**src/rtl/amstrad_ga_io_decoder.sv**
```systemverilog
// Z80 I/O write decoder for the gate-array/PAL registers (ram_config, mrer,
// rom_select, pen_sel) plus the Plus-mode RMR2 register and ASIC unlock sequencer.
module amstrad_ga_io_decoder #(
    parameter int unsigned UNLOCK_LEN = 17
) (
    input  logic        CLK,
    input  logic        reset_n,
    input  logic        io_WR,
    input  logic [15:0] A,
    input  logic [7:0]  D,
    input  logic        ram64k,
    input  logic        plus_en,
    output logic [7:0]  ram_config,
    output logic [7:0]  mrer,
    output logic [7:0]  rom_select,
    output logic [7:0]  rmr2,
    output logic [4:0]  pen_sel,
    output logic        asic_unlocked,
    output logic        cfg_stb
);

    localparam logic [4:0] IDX_LAST = 5'(UNLOCK_LEN - 1);

    function automatic logic [7:0] seq_byte(input logic [4:0] i);
        logic [7:0] b;
        case (i)
            5'd0:    b = 8'hFF;
            5'd1:    b = 8'h00;
            5'd2:    b = 8'hFF;
            5'd3:    b = 8'h77;
            5'd4:    b = 8'hB3;
            5'd5:    b = 8'h51;
            5'd6:    b = 8'hA8;
            5'd7:    b = 8'hD4;
            5'd8:    b = 8'h62;
            5'd9:    b = 8'h39;
            5'd10:   b = 8'h9C;
            5'd11:   b = 8'h46;
            5'd12:   b = 8'h2B;
            5'd13:   b = 8'h15;
            5'd14:   b = 8'h8A;
            5'd15:   b = 8'hCD;
            5'd16:   b = 8'hEE;
            default: b = 8'h00;
        endcase
        return b;
    endfunction

    logic       r_old_wr;
    logic [7:0] r_ram_config;
    logic [7:0] r_mrer;
    logic [7:0] r_rom_select;
    logic [7:0] r_rmr2;
    logic [4:0] r_pen_sel;
    logic       r_unlocked;
    logic [4:0] r_idx;
    logic       r_cfg_stb;

    logic       w_wr;
    logic       w_ga;
    logic       w_rom;
    logic       w_crtc;
    logic       w_rmr2_sel;
    logic       w_ld_pen;
    logic       w_ld_mrer;
    logic       w_ld_rmr2;
    logic       w_ld_ram;
    logic       w_any_ld;
    logic [4:0] w_idx_nx;
    logic       w_unlocked_nx;
    logic       w_unused;

    assign w_unused = &{1'b0, A[12:10], A[7:0]};

    // Partial decode: several selects may hit in one write and all apply.
    assign w_wr       = io_WR & ~r_old_wr;
    assign w_ga       = w_wr & ~A[15] & A[14];
    assign w_rom      = w_wr & ~A[13];
    assign w_crtc     = w_wr & ~A[14] & (A[9:8] == 2'b00);
    assign w_rmr2_sel = plus_en & r_unlocked & D[5];

    assign w_ld_pen  = w_ga & (D[7:6] == 2'b00);
    assign w_ld_rmr2 = w_ga & (D[7:6] == 2'b10) & w_rmr2_sel;
    assign w_ld_mrer = w_ga & (D[7:6] == 2'b10) & ~w_rmr2_sel;
    assign w_ld_ram  = w_ga & (D[7:6] == 2'b11) & ~ram64k;
    assign w_any_ld  = w_ld_pen | w_ld_rmr2 | w_ld_mrer | w_ld_ram | w_rom;

    always_comb begin
        w_idx_nx      = r_idx;
        w_unlocked_nx = r_unlocked;
        if (!plus_en) begin
            w_idx_nx      = '0;
            w_unlocked_nx = 1'b0;
        end else if (w_crtc) begin
            if (r_idx == IDX_LAST) begin
                w_idx_nx      = '0;
                w_unlocked_nx = (D == seq_byte(IDX_LAST));
            end else if (D == seq_byte(r_idx)) begin
                w_idx_nx = r_idx + 5'd1;
            end else begin
                // A stray FF may itself be the start of a fresh sequence.
                w_idx_nx = (D == 8'hFF) ? 5'd1 : 5'd0;
            end
        end
    end

    always_ff @(posedge CLK or negedge reset_n) begin
        if (!reset_n) begin
            r_old_wr     <= 1'b0;
            r_ram_config <= '0;
            r_mrer       <= '0;
            r_rom_select <= '0;
            r_rmr2       <= '0;
            r_pen_sel    <= '0;
            r_unlocked   <= 1'b0;
            r_idx        <= '0;
            r_cfg_stb    <= 1'b0;
        end else begin
            r_old_wr   <= io_WR;
            r_cfg_stb  <= w_any_ld;
            r_idx      <= w_idx_nx;
            r_unlocked <= w_unlocked_nx;
            if (w_ld_pen)  r_pen_sel    <= D[4:0];
            if (w_ld_mrer) r_mrer       <= D;
            if (w_ld_rmr2) r_rmr2       <= D;
            if (w_ld_ram)  r_ram_config <= D;
            if (w_rom)     r_rom_select <= D;
        end
    end

    assign ram_config    = r_ram_config;
    assign mrer          = r_mrer;
    assign rom_select    = r_rom_select;
    assign rmr2          = r_rmr2;
    assign pen_sel       = r_pen_sel;
    assign asic_unlocked = r_unlocked;
    assign cfg_stb       = r_cfg_stb;

endmodule
```
**config.mk**
```make
export PLATFORM = sky130hd
export DESIGN_NAME = amstrad_ga_io_decoder
export DESIGN_NICKNAME = d
export VERILOG_FILES = /design/src/rtl/amstrad_ga_io_decoder.sv
export SDC_FILE = /design/constraint.sdc
export NUM_CORES = 1
export LEC_CHECK = 0
export BUFFER_PORTS_ARGS = -buffer_cell sky130_fd_sc_hd__clkbuf_2
export CORE_ASPECT_RATIO = 1.4
export CORE_MARGIN = 2
export CORE_UTILIZATION = 54
export CTS_BUF_LIST = sky130_fd_sc_hd__clkbuf_8
export DETAILED_ROUTE_END_ITERATION = 16
export MAX_ROUTING_LAYER = met4
export PLACE_DENSITY = 0.82
export REMOVE_ABC_BUFFERS = 1
export SLEW_MARGIN = 20
export SYNTH_ARGS = -nofsm -noshare
export SYNTH_HDL_FRONTEND = slang
export SYNTH_SLANG_ARGS = --single-unit
```
**constraint.sdc**
```tcl
create_clock -name CLK -period 3.5 [get_ports CLK]
set_clock_uncertainty 0.2 [all_clocks]
set_input_delay 0.875 -clock CLK [delete_from_list [all_inputs] [get_ports CLK]]
set_output_delay 0.875 -clock CLK [all_outputs]
set_load 0.05 [all_outputs]
```
==> results.cfg <==
[critical_path]
arrival_ps = 2970
crit_required_ps = 3530
cp_max_fo = 10
endpoint_kind = flip-flop
start_kind = flip-flop
critPathKind = reg2reg

[clocking]
numCtsBuffers = 5
clockBufferDepth = 2
postCtsHoldBufs = 0
post_cts_resized = 0
htreeDepth = 2
clkLatencyLatePin_ps = 300
clockRootBuffer = clkbuf_8
cts_tree = built
clk_pin_slew_ps = 90
clkSinkCount = 45
cts_setup_buffers = 0

[synthesis]
synth_seq_cells = 45
yosysTopAreaCell = dfrtp_1
synth_top_cell_area_share_pct = 47.2
synth_edf_count = 0
synth_top_flop_cell = dfrtp_1
synth-async-reset-ratio_pct = 100
syn_avg_cell_area_um2 = 11.2
synth_area_leaders = dfrtp_1 (47%), mux2_2 (13%), ha_1 (3.1%), xor2_1 (2.2%), a21oi_1 (2.1%)
syn-cell-area_um2 = 2380
synth_warnings = 0
synth_cells = 212
ys_seq_area_share_pct = 47.2
ys_types = 52

[cells_and_area]
final_cell_mix = clkbuf_2 (55), dfrtp_1 (45), mux2_2 (28)
area_growth_syn_to_layout_pct = 17.4
design_area_um2 = 2800
nFillCells = 335
final_nets = 300
diodes = 0
final_layout_size_suffix_gt1_share_pct = 39.8
final_common_cell = clkbuf_2
instances_no_fill = 326

[routing]
viasPerCell = 5.67
drc = 0
route.vias.total = 1849
wl_per_cell_um = 16.4
ant_nets = 0
drt_iter0_drc = 110
routed_wl_um = 5330
drt_pass1_iterations = 5

[die]
die_area_um2 = 4970
rows = 28
die_h_um = 82.6
coreArea_um2 = 4240
io_pins = 68
start_util_pct = 56.3
die_w_um = 60.2

[timing]
fin_setup_tns_ps = 0
hold_violations = 0
max_freq_mhz = 339
hold_ws_ps = 274
relSlewSlack_pct = 36.0
slew_violations = 0
rsz0062_at_grt = false
period_minus_slack_ps = 2950
finalSetupViolCount = 0
worst_slew_pin_slew_ps = 960
finalCritPeriodShare_pct = 84.2

[power]
p_leak_nw = 1.31
power_density_nw_per_um2 = 497
total_power_mw = 1.39
ir_worst_vdd_uv = 392

[global_routing]
grt_pass1_vias = 1721
antenna_found_initial = 0
met3_usage_pct = 3.12
busiest_layer = met2
grt_use_met2_pct = 38.2
grt_pass1_wl_um = 8510
overflow = 0
grt_usage_pct = 23.8
grt_start_max_net_pins = 46
grt_util_met1_pct = 30.9

[run_status]
status = completed

[job]
cap_violations = 0

[placed_design]
dpl.cell_count = 318
place_congestion = 0.871
io_buffers = 56
hpwl_um = 3770
dpl-instance-area_um2 = 2690

[hold_path]
hold_class = reg2reg
==> cells in the mapped netlist (4+ instances only) <==
cell	count
nor2_1	9
ha_1	6
a21oi_1	10
mux2_2	28
nand3_1	5
o21ai_0	5
nand2b_1	8
clkbuf_1	4
xor2_1	6
dfrtp_1	45
a21boi_1	4
inv_1	9
a211oi_1	4
nand2_1	11
==> flip-flops by register name, summed over array words and instances, names as in the netlist <==
name and cells:
cfg_stb 1, r_old_wr 1, rmr2 8, pen_sel 5
rom_select 8, asic_unlocked 1, ram_config 8, mrer 8
r_idx 5
==> final timing paths <==
| path | slack [ps] | to | startpoint | depth (start not counted) |
|---|---|---|---|---|
| min | 270 | ram_config[6]$_DFFE_PN0P_ | ram_config[6]$_DFFE_PN0P_ | 1 |
| max in group asynchronous | 1980 | r_idx[3]$_DFFE_PN0P_ | reset_n | 1 |
| min in group asynchronous | 520 | rom_select[1]$_DFFE_PN0P_ | reset_n | 1 |
| max reg2reg | 550 | r_idx[2]$_DFFE_PN0P_ | r_idx[1]$_DFFE_PN0P_ | 9 |
| min reg2reg | 270 | ram_config[6]$_DFFE_PN0P_ | ram_config[6]$_DFFE_PN0P_ | 1 |
| max | 550 | r_idx[2]$_DFFE_PN0P_ | r_idx[1]$_DFFE_PN0P_ | 9 |
==> area by class of cell <==
type	count	area (µm²)	area share, %
Clock buffer	5	68.8	2.46
Clock inverter	3	43.8	1.56
Inverter	10	37.5	1.34
Multi-Input combinational cell	145	1150	41.2
Sequential cell	45	1130	40.2
Tap cell	60	75.1	2.68
Timing Repair Buffer	58	295	10.5
==> per-stage QoR <==
stage / setup slack [ps] / util, %
after floorplan: 949 / -
after global placement: 647 / 63.4
after detailed placement: 578 / 63.4
after CTS: 560 / 66.0
after global routing: 331 / 66.0
final: 552 / 66.0
==> layer usage <==
| metal | vias to the layer above | share of wire [%] |
|---|---|---|
| li1 | 870 | - |
| met1 | 913 | 41 |
| met2 | 54 | 53 |
| met3 | 12 | 4.1 |
| met4 | 0 | 2.1 |
| met5 | - | 0 |
==> where the power goes <==
group          switching [mW]  internal (mW)  total (mW)
sequential             0.0316          0.579       0.611
combinational           0.288         0.0927       0.381
clock                   0.185          0.214       0.399
total                   0.505          0.886        1.39
==> cell families after synthesis <==
logic type	share of synthesized area (%)
buf+inv	4.46
flops	47.2
compound gates	12.5
simple gates	15.4
fa+ha+maj	3.15
xor+xnor	2.20
mux	15.0
==> critical path: stages (launching register included) <==
cell      delay, ps
dfrtp_1         560
inv_1           190
ha_1            360
inv_1           100
o221a_1         260
a311oi_2        300
nand3b_2        140
nor4_4          440
o211ai_1        160
a21boi_1        160
(Power assumes the default switching activity.)
